## src/rtl/sawtooth_sweep_sequencer.sv

```systemverilog
// sawtooth_sweep_sequencer
// Steps the sawtooth generator's freq_select through a sweep between two
// programmable levels. Supported sweeps are up, down, ping-pong and hold.
// Each level is held for a programmable dwell. The sweep repeats for a set
// number of loops, or forever when loops is 0. A generator-reset pulse is
// issued when the sweep starts.
module sawtooth_sweep_sequencer #(
    parameter int         DWELL_W     = 16,
    parameter int         LOOP_W      = 8,
    parameter logic [2:0] DEFAULT_SEL = 3'b000
) (
    input  logic               clk,
    input  logic               reset_n,
    input  logic               start,
    input  logic               stop,
    input  logic [1:0]         mode,
    input  logic [2:0]         lo_sel,
    input  logic [2:0]         hi_sel,
    input  logic [DWELL_W-1:0] dwell,
    input  logic [LOOP_W-1:0]  loops,
    output logic [2:0]         freq_select,
    output logic               step_strobe,
    output logic               wave_rst,
    output logic               busy,
    output logic               done,
    output logic               err
);

    typedef enum logic [1:0] {
        IDLE = 2'd0,
        RUN  = 2'd1,
        DONE = 2'd2
    } state_t;

    localparam logic [1:0] MODE_UP   = 2'b00;
    localparam logic [1:0] MODE_DOWN = 2'b01;
    localparam logic [1:0] MODE_PING = 2'b10;
    localparam logic [1:0] MODE_HOLD = 2'b11;

    state_t             state;

    // Copies of the configuration, captured when the sweep starts
    logic [1:0]         mode_q;
    logic [2:0]         lo_q;
    logic [2:0]         hi_q;
    logic [DWELL_W-1:0] dwell_last_q;
    logic [LOOP_W-1:0]  loops_q;

    // Sweep progress
    logic [DWELL_W-1:0] dwell_cnt;
    logic [LOOP_W-1:0]  loop_cnt;
    logic               desc_q;

    // Values derived combinationally from the inputs and from the latched copies
    logic [2:0]         launch_level;
    logic [DWELL_W-1:0] launch_dwell_last;
    logic [2:0]         run_start_level;
    logic [2:0]         next_level;
    logic               next_desc;
    logic               expiry;
    logic               loop_end;
    logic               final_loop;

    // Start level and last dwell count for a sweep about to launch; a dwell of 0 behaves as 1
    always_comb begin
        launch_level      = (mode == MODE_DOWN) ? hi_sel : lo_sel;
        launch_dwell_last = (dwell == '0) ? '0 : (dwell - 1'b1);
    end

    // Next level of the running sweep, and whether the expiry closes a loop
    always_comb begin
        run_start_level = (mode_q == MODE_DOWN) ? hi_q : lo_q;
        next_level      = freq_select;
        next_desc       = desc_q;
        case (mode_q)
            MODE_UP: begin
                if (freq_select == hi_q) begin
                    next_level = lo_q;
                end else begin
                    next_level = freq_select + 3'd1;
                end
            end
            MODE_DOWN: begin
                if (freq_select == lo_q) begin
                    next_level = hi_q;
                end else begin
                    next_level = freq_select - 3'd1;
                end
            end
            MODE_PING: begin
                if (!desc_q) begin
                    if (freq_select == hi_q) begin
                        if (hi_q == lo_q) begin
                            next_level = lo_q;
                        end else begin
                            next_level = freq_select - 3'd1;
                            next_desc  = 1'b1;
                        end
                    end else begin
                        next_level = freq_select + 3'd1;
                    end
                end else begin
                    if (freq_select == lo_q) begin
                        next_level = lo_q;
                    end else begin
                        next_level = freq_select - 3'd1;
                    end
                end
            end
            default: begin
                next_level = freq_select;
            end
        endcase
        expiry     = (dwell_cnt == dwell_last_q);
        loop_end   = (next_level == run_start_level);
        final_loop = (loops_q != '0) && (loop_cnt == (loops_q - 1'b1));
    end

    // Sweep controller: state, latched configuration, counters and registered outputs
    always_ff @(posedge clk) begin
        if (!reset_n) begin
            state        <= IDLE;
            mode_q       <= MODE_UP;
            lo_q         <= 3'd0;
            hi_q         <= 3'd0;
            dwell_last_q <= '0;
            loops_q      <= '0;
            dwell_cnt    <= '0;
            loop_cnt     <= '0;
            desc_q       <= 1'b0;
            freq_select  <= DEFAULT_SEL;
            step_strobe  <= 1'b0;
            wave_rst     <= 1'b0;
            busy         <= 1'b0;
            done         <= 1'b0;
            err          <= 1'b0;
        end else begin
            step_strobe <= 1'b0;
            wave_rst    <= 1'b0;
            done        <= 1'b0;
            err         <= 1'b0;
            case (state)
                IDLE: begin
                    if (stop) begin
                        state <= IDLE;
                    end else if (start) begin
                        if (lo_sel > hi_sel) begin
                            err <= 1'b1;
                        end else begin
                            mode_q       <= mode;
                            lo_q         <= lo_sel;
                            hi_q         <= hi_sel;
                            dwell_last_q <= launch_dwell_last;
                            loops_q      <= loops;
                            dwell_cnt    <= '0;
                            loop_cnt     <= '0;
                            desc_q       <= 1'b0;
                            freq_select  <= launch_level;
                            step_strobe  <= 1'b1;
                            wave_rst     <= 1'b1;
                            busy         <= 1'b1;
                            state        <= RUN;
                        end
                    end
                end
                RUN: begin
                    if (stop) begin
                        busy  <= 1'b0;
                        state <= IDLE;
                    end else if (expiry) begin
                        dwell_cnt <= '0;
                        if (loop_end) begin
                            if (final_loop) begin
                                busy  <= 1'b0;
                                done  <= 1'b1;
                                state <= DONE;
                            end else begin
                                freq_select <= run_start_level;
                                step_strobe <= 1'b1;
                                desc_q      <= 1'b0;
                                if (loops_q != '0) begin
                                    loop_cnt <= loop_cnt + 1'b1;
                                end
                            end
                        end else begin
                            freq_select <= next_level;
                            desc_q      <= next_desc;
                            step_strobe <= 1'b1;
                        end
                    end else begin
                        dwell_cnt <= dwell_cnt + 1'b1;
                    end
                end
                DONE: begin
                    state <= IDLE;
                end
                default: begin
                    busy  <= 1'b0;
                    state <= IDLE;
                end
            endcase
        end
    end

endmodule

```

## config.mk

```make
export PLATFORM = sky130hd
export DESIGN_NAME = sawtooth_sweep_sequencer
export DESIGN_NICKNAME = d
export VERILOG_FILES = /design/src/rtl/sawtooth_sweep_sequencer.sv
export SDC_FILE = /design/constraint.sdc
export NUM_CORES = 1
export LEC_CHECK = 0
export BUFFER_PORTS_ARGS = -buffer_cell sky130_fd_sc_hd__buf_4
export CAP_MARGIN = 10
export CORE_MARGIN = 3
export CORE_UTILIZATION = 50
export DETAILED_ROUTE_END_ITERATION = 6
export MAX_ROUTING_LAYER = met4
export PLACE_DENSITY = 0.7
export SYNTH_ARGS = -nofsm -noshare
export SYNTH_HDL_FRONTEND = slang
export SYNTH_SLANG_ARGS = --single-unit
```

## constraint.sdc

```tcl
create_clock -name clk -period 3.5 [get_ports clk]
set_input_delay 0.175 -clock clk [delete_from_list [all_inputs] [get_ports clk]]
set_output_delay 0.175 -clock clk [all_outputs]
set_load 0.01 [all_outputs]
```

==> flow_summary.ini <==
[global_route]
grt_pass1_wl_um = 17310
antenna_found_initial = 0
grt.overflow.total = 0
grt_pass1_vias = 3754
grt_max_degree = 53
grt_use_total_pct = 22.33

[detailed_routing]
drt-initial-drc-count = 228
remaining_drc_errors = 0
viasPerCell = 5.747
finalWirelength_um = 10280
ant_nets = 0
dr.pass1.iters = 4
wl_per_cell_um = 15.23
route.vias.total = 3879

[clocking]
numClockSinks = 67
cts_tree = yes
ctsRootBufferMaster = clkbuf_8
cts-htree-levels = 3
cts_buffers = 9
cts_max_path_buffers = 2
holdBufCountCts = 0
post_cts_resized = 0
clkLatencyLatePin_ns = 0.35
postCtsSetupRepairBufs = 0
clkTransAtPathRegs_ns = 0.08

[floorplan]
core_um2 = 7968
io_pins = 44
start_util_pct = 53.00
num_rows = 32
dieArea_um2 = 9584
die_h_um = 97.90
die_w_um = 97.90

[sta]
finClkSkew_ns = 0.01030
relSlewSlack_pct = 49.86
fin_crit_sh_pct = 90.64
max_freq_mhz = 315.2
tightest_slew_ns = 0.7464
rsz0062_at_grt = no
finalWorstPathRequiredPeriod_ns = 3.172
finalMaxSlewViolations = 0
finalSetupTns_ns = 0
finalHoldViolCount = 0
setup_violations = 0

[layout]
final_cell_count_no_fill = 675
mostFrequentLayoutCell = dfxtp_1
fillers = 735
final_cell_mix = dfxtp_1 (67), nand2_1 (66), buf_4 (48)
fin_nets = 613
layout-drive-gt1-share_pct = 13.09
areaGrowthSynthToFinish_pct = 13.72
utilization_pct = 60.27
diodes = 0

[synth]
synth-edff-count = 0
syn_nets = 585
synth_area_um2 = 4223
yosysWarnings = 0
ys_types = 60
async_flop_share_pct = 0
synth_ff_type = dfxtp_1
ys_ff_latch = 67
avgSynthCellArea_um2 = 7.820
netlist_instances = 540
ys_seq_area_share_pct = 31.76

[setup_path]
required_ns = 3.76
worstSetupPathType = register to register
critical_path_arrival_ns = 3.43
critPathLaunchType = register
endpoint_kind = register
critPathMaxFanout = 9

[pwr]
p_leak_nw = 1.816
power.density_nw_per_um2 = 411.7
ir_drop_mv = 0.1957

[place]
gp_congestion = 0.9166
dp.cells = 659
port-buffer-count = 43
hpwl_um = 7692

[flow_run]
cap_violations = 0

[hold_path]
hp-class = input pin to register

[status]
outcome = completed
layer usage:
| metal | GRT usage, % | wire length [µm] |
|---|---|---|
| met3 | 4.571 | 376 |
| met1 | 25.59 | 4570 |
| met2 | 38.90 | 5108 |
| met4 | 7.242 | 222 |
| met5 | - | 0 |
worst paths after layout:
check	start	end	slack, ns	cells past startpoint
max	freq_select[0]	loop_cnt[7]	0.33	10
min	stop	state[1]	0.04	2
min reg2reg	loop_cnt[7]	loop_cnt[7]	0.50	1
max reg2reg	freq_select[0]	loop_cnt[7]	0.33	10
cell families after synthesis:
kind of cell / after synthesis / share of synthesized area (%)
fa+ha+maj: 9 / 2.667
mux: 9 / 2.163
buf+inv: 53 / 5.067
xor+xnor: 59 / 12.24
flops: 67 / 31.76
compound gates: 116 / 19.05
simple gates: 227 / 27.05
layout make-up:
cell class | count | area [µm²] | share of cell area (%)
Tap cell | 102 | 127.6 | 2.658
Clock inverter | 6 | 95.09 | 1.980
Clock buffer | 10 | 127.6 | 2.658
Sequential cell | 67 | 1341 | 27.93
Inverter | 22 | 82.58 | 1.720
Multi-Input combinational cell | 420 | 2668 | 55.55
Timing Repair Buffer | 48 | 360.3 | 7.504
report_power, final:
part | internal [W] | switching (W)
Combinational | 0.000189 | 0.000222
Sequential | 0.000789 | 0.0000414
Clock | 0.000410 | 0.000325
Total | 0.00139 | 0.000589
stage by stage:
step / total power (W) / hold slack [ns] / setup slack, ns / cell area [µm²]
CTS: 0.001990 / 0.02393 / 0.3543 / 4802
finish: 0.001977 / 0.03920 / 0.3275 / 4802
global route: 0.002074 / 0.03293 / 0.08742 / 4802
detailed placement: 0.001255 / 0.3948 / 0.3717 / 4579
global placement: 0.001251 / 0.3898 / 0.4468 / 4579
floorplan: 0.001135 / 0.2528 / 0.7686 / 4223
cells in the mapped netlist (6+ instances only):
cell type	instances	area share, %
dfxtp_1	67	32
nand2_1	66	5.9
nor2_1	42	3.7
xnor2_1	37	7.7
o21ai_0	29	3.4
clkbuf_1	26	2.3
nand3_1	24	2.8
inv_1	22	2.0
xor2_1	22	4.6
nor2b_1	21	3.1
a21boi_0	17	3.0
nor3_1	15	1.8
a22oi_1	13	2.3
a21oi_1	11	1.3
and3_1	11	1.6
nand4_1	10	1.5
ha_1	9	2.7
mux2i_1	8	1.9
nand2b_1	8	1.2
o211ai_1	6	1.1
o31ai_1	6	1.1
sequential cells by signal, indices dropped and copies added, names as in the netlist, 2 cells and up:
name	flops
mode_q	2
lo_q	3
dwell_last_q	16
loop_cnt	8
loops_q	8
hi_q	3
state	2
freq_select	3
dwell_cnt	16
critical path, stage by stage (launching register included):
cell and delay, ns:
dfxtp_1 0.56, inv_1 0.19, ha_1 0.42, o21ai_0 0.13, a311o_1 0.32, a32oi_1 0.30, nand3_1 0.10, and4bb_2 0.28
a31oi_1 0.51, o21ai_0 0.18, o31ai_1 0.09
No activity file was read; power rests on OpenSTA's default activity.
